File: src/rtl/rst_seq_ctrl.sv
// Reset sequencer for the always-on domain: issues POR/SW/WDT resets, holds them for a
// minimum width and confirms release through the synchronized acknowledge fed back downstream.
module rst_seq_ctrl #(
  parameter int HOLD_CYCLES     = 16,
  parameter int TIMEOUT_CYCLES  = 32,
  parameter int ACK_SYNC_STAGES = 2
) (
  input  logic       CLK,
  input  logic       RST,
  input  logic       SW_RST_REQ,
  input  logic       WDT_RST_REQ,
  input  logic       RST_ACK,
  output logic       RST_OUT_N,
  output logic       BUSY,
  output logic       DONE,
  output logic       ERR,
  output logic [1:0] RST_CAUSE
);

  localparam int CNT_MAX = (HOLD_CYCLES > TIMEOUT_CYCLES) ? HOLD_CYCLES : TIMEOUT_CYCLES;
  localparam int CNT_W   = $clog2(CNT_MAX + 1);

  localparam logic [CNT_W-1:0] HOLD_LAST    = CNT_W'(HOLD_CYCLES - 1);
  localparam logic [CNT_W-1:0] TIMEOUT_LAST = CNT_W'(TIMEOUT_CYCLES - 1);

  typedef enum logic [1:0] {
    IDLE    = 2'b00,
    ASSERT  = 2'b01,
    RELEASE = 2'b10
  } state_e;

  typedef enum logic [1:0] {
    CAUSE_POR = 2'b00,
    CAUSE_SW  = 2'b01,
    CAUSE_WDT = 2'b10
  } cause_e;

  state_e                     state_q, state_d;
  logic   [CNT_W-1:0]         cnt_q, cnt_d;
  cause_e                     cause_q, cause_d;
  logic                       err_q, err_d;
  logic                       done_q, done_d;
  logic                       rst_out_n_q;
  logic                       busy_q;
  logic [ACK_SYNC_STAGES-1:0] ack_sync_q;
  logic                       ack_s;

  // RST_ACK is asynchronous to CLK; a plain flop chain resynchronizes it.
  always_ff @(posedge CLK or negedge RST) begin
    if (!RST) begin
      ack_sync_q <= '0;
    end else begin
      ack_sync_q <= {ack_sync_q[ACK_SYNC_STAGES-2:0], RST_ACK};
    end
  end

  assign ack_s = ack_sync_q[ACK_SYNC_STAGES-1];

  // NOTE: every variable gets a default before the case so no path leaves one unassigned,
  // which would otherwise infer a latch.
  always_comb begin
    state_d = state_q;
    cnt_d   = cnt_q;
    cause_d = cause_q;
    err_d   = err_q;
    done_d  = 1'b0;

    unique case (state_q)
      IDLE: begin
        if (WDT_RST_REQ) begin
          state_d = ASSERT;
          cause_d = CAUSE_WDT;
        end else if (SW_RST_REQ) begin
          state_d = ASSERT;
          cause_d = CAUSE_SW;
        end
      end

      ASSERT: begin
        // Saturate at the hold limit; a stuck-high acknowledge stretches the reset here.
        if (cnt_q == HOLD_LAST) begin
          if (!ack_s) begin
            state_d = RELEASE;
          end
        end else begin
          cnt_d = cnt_q + CNT_W'(1);
        end
      end

      RELEASE: begin
        if (ack_s) begin
          state_d = IDLE;
          done_d  = 1'b1;
        end else if (cnt_q == TIMEOUT_LAST) begin
          state_d = IDLE;
          done_d  = 1'b1;
          err_d   = 1'b1;
        end else begin
          cnt_d = cnt_q + CNT_W'(1);
        end
      end

      default: begin
        // Unreachable encoding: recover by resetting the downstream domains.
        state_d = ASSERT;
      end
    endcase

    if (state_d != state_q) begin
      cnt_d = '0;
    end

    if ((state_d == ASSERT) && (state_q != ASSERT)) begin
      err_d = 1'b0;
    end
  end

  // NOTE: sequential state uses non-blocking assignments so every flop samples pre-edge values.
  always_ff @(posedge CLK or negedge RST) begin
    if (!RST) begin
      state_q     <= ASSERT;
      cnt_q       <= '0;
      cause_q     <= CAUSE_POR;
      err_q       <= 1'b0;
      done_q      <= 1'b0;
      rst_out_n_q <= 1'b0;
      busy_q      <= 1'b1;
    end else begin
      state_q     <= state_d;
      cnt_q       <= cnt_d;
      cause_q     <= cause_d;
      err_q       <= err_d;
      done_q      <= done_d;
      rst_out_n_q <= (state_d != ASSERT);
      busy_q      <= (state_d != IDLE);
    end
  end

  assign RST_OUT_N = rst_out_n_q;
  assign BUSY      = busy_q;
  assign DONE      = done_q;
  assign ERR       = err_q;
  assign RST_CAUSE = cause_q;

endmodule

File: config.mk
export PLATFORM = sky130hd
export DESIGN_NAME = rst_seq_ctrl
export DESIGN_NICKNAME = d
export VERILOG_FILES = /design/src/rtl/rst_seq_ctrl.sv
export SDC_FILE = /design/constraint.sdc
export NUM_CORES = 1
export LEC_CHECK = 0
export BUFFER_PORTS_ARGS = -buffer_cell sky130_fd_sc_hd__buf_2
export CORE_ASPECT_RATIO = 0.8
export CORE_MARGIN = 2
export CORE_UTILIZATION = 30
export CTS_CLUSTER_DIAMETER = 120
export DETAILED_ROUTE_END_ITERATION = 8
export GPL_ROUTABILITY_DRIVEN = 0
export PLACE_DENSITY_LB_ADDON = 0.2
export SETUP_SLACK_MARGIN = 0.3
export SLEW_MARGIN = 20
export SYNTH_ARGS = -nofsm -noshare
export SYNTH_HDL_FRONTEND = slang
export SYNTH_SLANG_ARGS = --single-unit
File: constraint.sdc
create_clock -name CLK -period 2.15 [get_ports CLK]
set_input_delay 0.645 -clock CLK [delete_from_list [all_inputs] [get_ports CLK]]
set_output_delay 0.645 -clock CLK [all_outputs]
set_load 0.01 [all_outputs]
# Word level (Yosys, flattened, before mapping)
# Cells that the tools add are included.
totals:
  input_bits: 5
  regBits: 16
  wordCells: 52
  out_inout_bits: 6
classes:
  n_reduce_logical: 10
  n_addsub: 1
  muxes: 21
  n_eq_ne: 12
op_table:
  columns: ["cell", "count"]
  rows:
  - ["6-bit 2-to-1 mux", 4]
  - ["2-bit 2-to-1 mux", 8]
  - ["6-bit case mux with 2 select lines", 1]
  - ["3-bit inequality test, second input constant", 3]
  - ["2-bit nonzero test", 4]
  - ["1-bit 2-to-1 mux", 7]
  - ["6-bit by 1-bit adder with 6-bit output, second input constant", 1]
  - ["6-bit by 4-bit == test with 1-bit output, second input constant", 1]
  - ["6-bit by 5-bit == test with 1-bit output, second input constant", 1]
  - ["2-bit by 1-bit inequality test with 1-bit output, second input constant", 3]
  - ["2-bit case mux with 3 select lines", 1]
  - ["2-bit by 1-bit == test with 1-bit output, second input constant", 2]
  - ["4-bit AND reduction", 1]
  - ["3-bit AND reduction", 1]
  - ["3-bit nonzero test", 1]
  - ["2-bit == test, second input constant", 1]
  - ["2-bit logical NOT", 1]
  - ["2-bit inequality test", 1]
  - ["2-bit AND reduction", 1]
  - ["1-bit logical AND", 1]

# Longest topological paths before layout
depth:
  word_depth: 8
  depth_mapped: 5
  mapped_depth_nobuf: 5

# Worst setup path before layout
# OpenSTA, ideal clock, no wires.
synth_path:
  path_type: "register to register"
  from: "reg cnt_q[0]"
  to: "reg cnt_q[5]"
  required_time_ns: 2.066
  stages_incl_launch_ff: 6
  path_slack_ns: 0.533
  setup_ns: 0.084
  arrival_time_ns: 1.533
  n_path_buf: 0
  period_less_slack_ns: 1.617
  path_cell_list: "dfrtp_1 ha_1 or4b_1 o32ai_2 nand2_1 a41oi_2"
synth_via:
  elab_chain_cells: 7
  elab_cells_between_ends: 18
  classes_between: "add/sub (1); eq/ne (6); mux (9); reduce/logical (2)"
synth_rtl:
  columns: ["item", "line_no", "text"]
  rows:
  - ["from (decl)", "39", "logic [CNT_W-1:0] cnt_q, cnt_d;"]
  - ["from (signal assigned)", "130", "cnt_q <= cnt_d;"]
  - ["6-bit by 5-bit == test with 1-bit output", "94", "end else if (cnt_q == TIMEOUT_LAST) begin"]
  - ["2-bit 2-to-1 mux", "94", null]
  - ["2-bit 2-to-1 mux", "91", "if (ack_s) begin"]
  - ["2-bit case mux with 3 select lines", "68", "unique case (state_q)"]
  - ["2-bit inequality test", "109", "if (state_d != state_q) begin"]
  - ["3-bit inequality test (no source line) / 3-bit nonzero test (equally long branches)", null, null]
  - ["4-bit AND reduction (no source line)", null, null]
# Parallel ways exist; a longest one is shown, timed or not. The select of a mux whose other input is x is not followed.
# A chain may end at the register's enable or synchronous reset.

# Worst setup path after layout
# Same ends and word-level chain as after synthesis.

==> impl_metrics.ini <==
[clock_tree]
clockBufferDepth = 2
post_cts_resized = 0
post-cts-setup-buffers = 0
cts_tree = yes
clk_pin_slew_worst_paths_ns = 0.07
cts_root_buffer = clkbuf_8
postCtsHoldBufs = 0
numCtsBuffers = 3
clkSinkCount = 16
ctsHtreeMaxLevel = 1
clk_latency_ns = 0.26

[place]
dp_hpwl_um = 1360
io_buffers = 10
dp.cells = 141
placed_cell_area_um2 = 980

[layout]
area_growth_pct = 11.8
final_cell_count_no_fill = 145
fillerInstances = 325
fin_nets = 112
fin_area_um2 = 1030
drive_above_1_share_pct = 21.0
n_antenna_cell = 0

[synth]
netlist_top_cells_count = dfrtp_1 (14), a21oi_1 (10), nor2_1 (8)
synth-seq-cells = 16
yosysMostFrequentCell = dfrtp_1
yosys-top-cells-area = dfrtp_1 (38%), dfstp_2 (5.7%), a21oi_1 (5.4%)
synthArstFlopShare_pct = 100
yosysSeqAreaShare_pct = 43.5
yosysWarnings = 0
synth_edf_count = 0
synthesis.nets = 102
synth_area_um2 = 926
synthCells = 96
synth_ff_type = dfrtp_1
synth_top_area_cell = dfrtp_1
synth_top_area_share_pct = 37.8
synth_cell_type_count = 40
synth.avg_cell_area_um2 = 9.64

[run_status]
outcome = complete, no violations

[sta]
post-route-period-util_pct = 80.5
hold_viol = 0
clock.fmax_mhz = 578
finalMaxSlewViolations = 0
fin_worst_skew_ns = 0.00884
tightestPinTransition_ns = 0.367
fin_crit_ns = 1.73
tns_ns = 0
rsz0062_at_grt = false
finalSetupViolations = 0
fin_hold_ws_ns = 0.284
slew-limit-headroom_pct = 75.6

[detailed_routing]
wl_per_cell_um = 13.0
avgViaCountPerCell = 5.19
vias = 753
drt_iter0_markers = 40
drc = 0
first_pass_iters = 4
ant_nets = 0
totalWireLength_um = 1890

[critical_path]
worstSetupStartpoint = cnt_q[0]$_DFFE_PN0P_
timing.setup.critical_path_class = reg -> reg
crit_path_start_kind = flop
worst_r2r_path_depth = 5
cp-end-kind = flop
worstPathMaxFanout = 6
cp-endpoint = cnt_q[5]$_DFFE_PN0P_
r2r_slack_ns = 0.42
rr_endpoint = cnt_q[5]$_DFFE_PN0P_
timing.rr.start = cnt_q[0]$_DFFE_PN0P_
arrival_ns = 1.91
required_ns = 2.33

[power_and_ir_drop]
power_density_nw_per_um2 = 1000
p_leak_nw = 0.434
vdd_drop_max_v = 0.000282

[floorplanning]
core_um2 = 3020
dieArea_um2 = 3550
die_x_um = 66.1
start_util_pct = 30.7
die_h_um = 53.7
num_io_pins = 11
rows = 18

[global_route]
grt_pass1_wl_um = 3350
globalRoute.totalOverflow = 0
grt_usage_pct = 12.8
grt_pass1_vias = 719
antenna_found_initial = 0
grt_max_degree = 17

[worst_hold_path]
hp-class = in -> async

[job]
max_cap_viol_count = 0
logic make-up after synthesis:
kind of cell	share of synthesized area, %
flip-flops	43.5
adder cells (fa/ha/maj)	1.35
multiplexers	1.08
AND/OR/NAND/NOR	26.9
buffers and inverters	6.22
AO/OA/AOI/OAI	20.9
metrics by stage:
stage / power [mW] / worst slack [ns] / utilization, %
3_5_place_dp: 0.770 / 0.431 / 32.5
6_report: 1.04 / 0.419 / 34.3
2_1_floorplan: 0.685 / 0.533 / -
4_1_cts: 1.05 / 0.414 / 34.3
3_3_place_gp: 0.767 / 0.450 / 32.5
5_1_grt: 1.12 / 0.322 / 34.3
flip-flops by register name (all words and copies together) (netlist names):
signal	count
cnt_q	6
RST_CAUSE	2
ack_sync_q	2
state_q	2
BUSY	1
DONE	1
ERR	1
RST_OUT_N	1
where the power goes:
part	switching, mW	internal [mW]	leakage (nW)
clock network	0.111	0.163	0.0288
logic	0.167	0.140	0.205
registers	0.0853	0.374	0.200
worst max-delay path, stage by stage, from the launching register on:
cell and delay [ns]:
dfrtp_1 0.42, ha_1 0.28, or4b_1 0.51, o32ai_2 0.21
nand2_1 0.09, a41oi_2 0.15
cell type report:
type                       count  area, um^2  share of cell area [%]
timing repair buffer          10        50.0                    4.84
multi-input combinational     72         465                    45.0
tap                           40        50.0                    4.84
sequential                    16         403                    38.9
clock buffer                   4        55.1                    5.32
inverter                       3        11.3                    1.09
how the worst min path moves through the flow:
stage / start / endpoint / slack, ns
detailed placement: ack_sync_q[0]$_DFF_PN0_ / ack_sync_q[1]$_DFF_PN0_ / 0.34
global route: RST / cnt_q[2]$_DFFE_PN0P_ / 0.31
finish: RST / cnt_q[2]$_DFFE_PN0P_ / 0.28
global placement: ack_sync_q[0]$_DFF_PN0_ / ack_sync_q[1]$_DFF_PN0_ / 0.34
floorplan: ack_sync_q[0]$_DFF_PN0_ / ack_sync_q[1]$_DFF_PN0_ / 0.33
CTS: RST / cnt_q[4]$_DFFE_PN0P_ / 0.30
layout by cell type, fill, tap and decap left out, types with 2 or more instances in the layout:
cell type  netlist  layout
dfrtp_1         14      14
or4_1            2       2
nor2_1           8       8
clkbuf_8         0       4
nand2b_1         2       2
dfstp_2          2       2
o31ai_1          2       2
buf_2            1      10
nand4_1          2       2
a21oi_1         10      10
o21ai_0          7       7
nand2_1          5       5
nand3_1          4       4
nor3_1           5       5
o211ai_1         2       2
inv_1            3       3
per-layer routing:
layer | global-route usage [%] | routed length [um] | up-vias
met5 | 0 | 0 | -
met4 | 5.10 | 11 | 0
met3 | 3.35 | 88 | 2
met2 | 18.8 | 779 | 21
met1 | 17.9 | 1010 | 350
li1 | - | - | 380
Power figures use the tool's default switching activity.
